## src/rtl/fsm_rx_cmd.sv

```systemverilog
// fsm_rx_cmd: command-frame receiver on the host-to-board UART direction.
// Assembles HDR, CMD, ARG_H, ARG_L (+ CHK) from the UART byte stream, then
// starts the acquire FSM on cmd 8'h01 and waits for its end-of-acquisition
// handshake, or just latches the argument on cmd 8'h02.
//
// Optional feature macro: FSM_RX_CMD_CHECKSUM_EN adds a 5th byte CHK that
// must equal CMD ^ ARG_H ^ ARG_L.
//
// Ports:
//   clk_i      system clock
//   rst_i      asynchronous active-high reset
//   rx_data_i  received byte, qualified by rx_dv_i
//   rx_dv_i    1-cycle strobe per received byte
//   eoa_i      end-of-acquisition level (1 = idle, 0 = acquiring)
//   sta_o      1-cycle start pulse to the acquire FSM
//   cmd_o      last accepted command byte
//   arg_o      last accepted argument {arg_h, arg_l}
//   busy_o     high from header accepted until back in IDLE
//   done_o     1-cycle pulse when a started acquisition completes
//   err_o      1-cycle pulse on a frame error (bad cmd, checksum, timeout)
module fsm_rx_cmd #(
    parameter logic [15:0] TIMEOUT_CYC = 16'd50000,
    parameter logic [7:0]  HDR_BYTE    = 8'hA5
) (
    input  logic        clk_i,
    input  logic        rst_i,
    input  logic [7:0]  rx_data_i,
    input  logic        rx_dv_i,
    input  logic        eoa_i,
    output logic        sta_o,
    output logic [7:0]  cmd_o,
    output logic [15:0] arg_o,
    output logic        busy_o,
    output logic        done_o,
    output logic        err_o
);

    localparam logic [7:0] CMD_ACQ = 8'h01;
    localparam logic [7:0] CMD_CFG = 8'h02;

    typedef enum logic [2:0] {
        ST_IDLE = 3'd0,
        ST_CMD  = 3'd1,
        ST_ARGH = 3'd2,
        ST_ARGL = 3'd3,
`ifdef FSM_RX_CMD_CHECKSUM_EN
        ST_CHK  = 3'd4,
`endif
        ST_EXEC = 3'd5,
        ST_WLO  = 3'd6,
        ST_WHI  = 3'd7
    } state_t;

    state_t      state, state_d;
    logic [15:0] cnt, cnt_d;
    logic [7:0]  frm_cmd, frm_cmd_d;
    logic [7:0]  frm_argh, frm_argh_d;
`ifdef FSM_RX_CMD_CHECKSUM_EN
    logic [7:0]  frm_argl, frm_argl_d;
`endif
    logic        sta_d, busy_d, done_d, err_d;
    logic [7:0]  cmd_d;
    logic [15:0] arg_d;
    logic        exec_go;
    logic [15:0] exec_arg;
    logic        tmo;

    // Inter-byte timeout reached on this edge (a simultaneous byte still wins)
    assign tmo = (cnt == (TIMEOUT_CYC - 16'd1));

    // State and output registers
    always_ff @(posedge clk_i or posedge rst_i) begin
        if (rst_i) begin
            state    <= ST_IDLE;
            cnt      <= 16'h0000;
            frm_cmd  <= 8'h00;
            frm_argh <= 8'h00;
`ifdef FSM_RX_CMD_CHECKSUM_EN
            frm_argl <= 8'h00;
`endif
            sta_o    <= 1'b0;
            cmd_o    <= 8'h00;
            arg_o    <= 16'h0000;
            busy_o   <= 1'b0;
            done_o   <= 1'b0;
            err_o    <= 1'b0;
        end else begin
            state    <= state_d;
            cnt      <= cnt_d;
            frm_cmd  <= frm_cmd_d;
            frm_argh <= frm_argh_d;
`ifdef FSM_RX_CMD_CHECKSUM_EN
            frm_argl <= frm_argl_d;
`endif
            sta_o    <= sta_d;
            cmd_o    <= cmd_d;
            arg_o    <= arg_d;
            busy_o   <= busy_d;
            done_o   <= done_d;
            err_o    <= err_d;
        end
    end

    // Next-state and next-output logic. The EXEC decision is taken on the
    // edge that accepts the last frame byte so sta_o appears in the EXEC cycle.
    always_comb begin
        state_d    = state;
        cnt_d      = 16'h0000;
        frm_cmd_d  = frm_cmd;
        frm_argh_d = frm_argh;
`ifdef FSM_RX_CMD_CHECKSUM_EN
        frm_argl_d = frm_argl;
`endif
        sta_d      = 1'b0;
        done_d     = 1'b0;
        err_d      = 1'b0;
        cmd_d      = cmd_o;
        arg_d      = arg_o;
        exec_go    = 1'b0;
        exec_arg   = 16'h0000;

        case (state)
            ST_IDLE: begin
                if (rx_dv_i && (rx_data_i == HDR_BYTE)) begin
                    state_d = ST_CMD;
                end
            end
            ST_CMD: begin
                if (rx_dv_i) begin
                    frm_cmd_d = rx_data_i;
                    state_d   = ST_ARGH;
                end else if (tmo) begin
                    err_d   = 1'b1;
                    state_d = ST_IDLE;
                end else begin
                    cnt_d = cnt + 16'd1;
                end
            end
            ST_ARGH: begin
                if (rx_dv_i) begin
                    frm_argh_d = rx_data_i;
                    state_d    = ST_ARGL;
                end else if (tmo) begin
                    err_d   = 1'b1;
                    state_d = ST_IDLE;
                end else begin
                    cnt_d = cnt + 16'd1;
                end
            end
            ST_ARGL: begin
                if (rx_dv_i) begin
`ifdef FSM_RX_CMD_CHECKSUM_EN
                    frm_argl_d = rx_data_i;
                    state_d    = ST_CHK;
`else
                    exec_go  = 1'b1;
                    exec_arg = {frm_argh, rx_data_i};
`endif
                end else if (tmo) begin
                    err_d   = 1'b1;
                    state_d = ST_IDLE;
                end else begin
                    cnt_d = cnt + 16'd1;
                end
            end
`ifdef FSM_RX_CMD_CHECKSUM_EN
            ST_CHK: begin
                if (rx_dv_i) begin
                    if (rx_data_i == (frm_cmd ^ frm_argh ^ frm_argl)) begin
                        exec_go  = 1'b1;
                        exec_arg = {frm_argh, frm_argl};
                    end else begin
                        err_d   = 1'b1;
                        state_d = ST_IDLE;
                    end
                end else if (tmo) begin
                    err_d   = 1'b1;
                    state_d = ST_IDLE;
                end else begin
                    cnt_d = cnt + 16'd1;
                end
            end
`endif
            ST_EXEC: begin
                state_d = (frm_cmd == CMD_ACQ) ? ST_WLO : ST_IDLE;
            end
            ST_WLO: begin
                if (!eoa_i) begin
                    state_d = ST_WHI;
                end
            end
            ST_WHI: begin
                if (eoa_i) begin
                    done_d  = 1'b1;
                    state_d = ST_IDLE;
                end
            end
            default: begin
                state_d = ST_IDLE;
            end
        endcase

        // Command dispatch on frame completion
        if (exec_go) begin
            state_d = ST_EXEC;
            case (frm_cmd)
                CMD_ACQ: begin
                    sta_d = 1'b1;
                    cmd_d = frm_cmd;
                    arg_d = exec_arg;
                end
                CMD_CFG: begin
                    cmd_d = frm_cmd;
                    arg_d = exec_arg;
                end
                default: begin
                    err_d = 1'b1;
                end
            endcase
        end

        busy_d = (state_d != ST_IDLE);
    end

endmodule
```

## config.mk

```make
export PLATFORM = sky130hd
export DESIGN_NAME = fsm_rx_cmd
export DESIGN_NICKNAME = d
export VERILOG_FILES = /design/src/rtl/fsm_rx_cmd.sv
export SDC_FILE = /design/constraint.sdc
export NUM_CORES = 1
export LEC_CHECK = 0
export BUFFER_PORTS_ARGS = -buffer_cell sky130_fd_sc_hd__buf_2
export CAP_MARGIN = 20
export CORE_MARGIN = 1.5
export CORE_UTILIZATION = 55
export DETAILED_ROUTE_END_ITERATION = 16
export PLACE_DENSITY_LB_ADDON = 0.12
export SETUP_SLACK_MARGIN = 0.02
export SKIP_CTS_REPAIR_TIMING = 1
export SYNTH_ARGS = -nofsm -noshare
export SYNTH_HDL_FRONTEND = slang
export SYNTH_SLANG_ARGS = --single-unit
```

## constraint.sdc

```tcl
create_clock -name clk_i -period 2.5 [get_ports clk_i]
set_input_delay 0.5 -clock clk_i [delete_from_list [all_inputs] [get_ports clk_i]]
set_output_delay 0.5 -clock clk_i [all_outputs]
set_load 0.02 [all_outputs]
```

==> impl_metrics.py <==
metrics = {
    "routing": {
        "final_wirelength_um": 4894,
        "postRouteAntennaNets": 0,
        "remaining_drc_errors": 0,
        "first_pass_iters": 4,
        "via_count": 1757,
        "post_drt_wl_per_cell_um": 14.74,
        "drt_first_iter_violations": 149,
        "avgViaCountPerCell": 5.292,
    },
    "sta": {
        "slew_viol_final": 0,
        "max_slew.worst_pin.slew_ns": 0.6306,
        "fmaxAchievable_mhz": 507.5,
        "rsz0062_at_grt": "no",
        "setup_tns_ns": 0,
        "final.setup.worst_slack_ns": 0.5296,
        "max_slew_margin_pct": 57.84,
        "final_setup_violations": 0,
        "fin_crit_sh_pct": 78.82,
        "hold_violations": 0,
        "final.setup_skew_ns": 0.006073,
        "post-route-min-period_ns": 1.970,
    },
    "grt": {
        "gr-usage-all-layers_pct": 20.47,
        "grt_pass1_wl_um": 8238,
        "grt_antenna_before_repair": 0,
        "number_of_global_route_vias_before_repair": 1768,
        "grt_overflow_total": 0,
        "grt_max_degree": 25,
    },
    "floorplanning": {
        "placement_rows": 25,
        "fp.dieH_um": 73.73,
        "start_util_pct": 57.49,
        "floorplan.die_area_um2": 5436,
        "die_w_um": 73.73,
        "io_pins": 40,
        "placeableCoreArea_um2": 4786,
    },
    "setup_path": {
        "worst_ep_required_time_ns": 2.72,
        "timing.critical_path.buf_inv": 1,
        "critPathMaxFanout": 24,
        "critPathCaptureType": "flop",
        "critical_path.cell_chain": "or4_4 > nor4_4 > nand2b_1 > buf_4 > mux2_4",
        "path_class": "reg -> reg",
        "worst_ep_arrival_time_ns": 2.20,
        "setup.worst_path.start_class": "flop",
        "critPathTopFamily": "simple AND/OR/NAND/NOR gates",
        "critical-path-slowest-cell": "or4_4",
        "critical-path-max-stage-delay_ns": 0.56,
    },
    "min_path": {
        "holdCritPathClass": "in -> async",
    },
    "layout": {
        "area_growth_pct": 16.55,
        "final_layout_size_suffix_gt1_share_pct": 38.11,
        "fillers": 378,
        "layout_commonest_cell": "dfrtp_1",
        "sequential_cell_area_in_the_final_layout_um2": 1577,
        "n_antenna_cell": 0,
        "most-common-layout-cells": "63 x dfrtp_1, 39 x buf_2, 20 x mux2_2",
        "layout.nets": 273,
        "multi_input_area_um2": 1095,
    },
    "clocking": {
        "tritoncts_buffer_count": 9,
        "clockBufferDepth": 2,
        "clk-insertion-delay-late_ns": 0.34,
        "clock_tree_from_tritoncts": "built",
        "cts_h_tree_depth": 3,
        "clk_transition_reported_paths_ns": 0.07,
        "tritoncts_num_sinks": 63,
        "cts_root_buf": "clkbuf_8",
    },
    "place": {
        "placement.setup.worst_slack_ns": 0.5326,
        "post-dp-hpwl_um": 3364,
        "gp_routability_congestion": 0.8255,
        "port_buffers": 39,
    },
    "job": {
        "cap_viol_max_count": 0,
    },
    "synth": {
        "syn-num-nets": 227,
        "syn_avg_cell_area_um2": 12.86,
        "synth.yosys.seq_area_share_pct": 57.30,
        "mappedNetlistArea_um2": 2751,
        "yosysUniqueCellTypes": 42,
        "synth-edff-count": 0,
        "synthesis.instances": 214,
        "yosys_warn_count": 0,
        "ys_ff_latch": 63,
        "synth_top_flop_cell": "dfrtp_1",
        "postSynth.asyncResetShare_pct": 100.0,
    },
    "outcome": {
        "run_status": "complete, no violations",
    },
    "power": {
        "ir_drop_uv": 448.0,
        "cellPowerDensity_nw_per_um2": 875.5,
        "power.static_leakage_nw": 1.581,
    },
}
layer usage:
metal | wire [um] | GRT usage, %
met1 | 2325 | 27.19
met2 | 2295 | 31.13
met3 | 188 | 4.938
met4 | 85 | 10.70
met5 | 0 | 0
flip-flops by register name (all words and copies together) (netlist names):
name      cells
done_o        1
frm_argh      8
cnt          16
err_o         1
frm_cmd       8
arg_o        16
sta_o         1
busy_o        1
state         3
cmd_o         8
Yosys cell counts, types with 2 or more instances:
library cell	n	share of area, %
dfrtp_1	63	57
nand2_1	9	1.2
nor4bb_1	2	0.73
nor3_1	2	0.36
inv_1	5	0.68
buf_6	2	0.82
nand2b_1	2	0.45
o21ai_0	3	0.55
and3_1	4	0.91
nand3_1	7	1.3
a21oi_1	5	0.91
xor2_1	5	1.6
clkbuf_1	5	0.68
xnor2_1	7	2.2
and2_1	6	1.4
mux2_2	20	8.2
or3_1	4	0.91
a31oi_1	2	0.45
mux2_4	14	7.6
nand3b_1	2	0.55
nand4_1	4	0.91
nor4_1	2	0.45
or2_2	2	0.45
nor2_1	19	2.6
layout make-up:
class / count / share of cell area, %
Multi-Input combinational cell: 138 / 34.14
Clock inverter: 5 / 1.756
Sequential cell: 63 / 49.16
Inverter: 5 / 0.5853
Timing Repair Buffer: 43 / 7.023
Clock buffer: 11 / 4.721
Tap cell: 67 / 2.614
power breakdown:
group          total (W)  internal, W  switching (W)
clock           0.000909     0.000513       0.000396
sequential       0.00137      0.00121       0.000161
combinational   0.000531     0.000272       0.000260
worst paths after layout:
check | from | end | cells after the start | slack (ns)
setup / recovery | frm_cmd[7] | arg_o[10] | 5 | 0.53
hold / removal | rst_i | arg_o[7] | 2 | 0.16
setup reg to reg | frm_cmd[7] | arg_o[10] | 5 | 0.53
hold reg to reg | cmd_o[2] | cmd_o[2] | 1 | 0.49
max in group asynchronous | rst_i | sta_o | 3 | 1.67
min in group clk_i | rx_data_i[0] | arg_o[0] | 2 | 0.45
cells by family (layout without fill, tap and decap cells):
family | Yosys count | count (layout) | share of synthesized area [%]
muxes | 34 | 34 | 15.83
buffers and inverters | 13 | 64 | 2.911
AOI/OAI and AO/OA | 15 | 15 | 3.365
xor gates and xnor gates | 12 | 12 | 3.820
adders and majority gates | 1 | 1 | 0.4547
DFF | 63 | 63 | 57.30
and+or+nand+nor | 76 | 76 | 16.33
metrics by stage:
step	utilization (%)	std cells	hold slack (ns)	total power [W]	area, um2
3_3_place_gp	62.67	316	0.4639	0.001893	2999
3_5_place_dp	62.67	316	0.4661	0.001923	2999
2_1_floorplan	-	214	0.4549	0.001767	2751
6_report	67.01	332	0.1577	0.002808	3207
4_1_cts	67.01	332	0.1610	0.002827	3207
5_1_grt	67.01	332	0.1856	0.002944	3207
(Power assumes the default switching activity.)
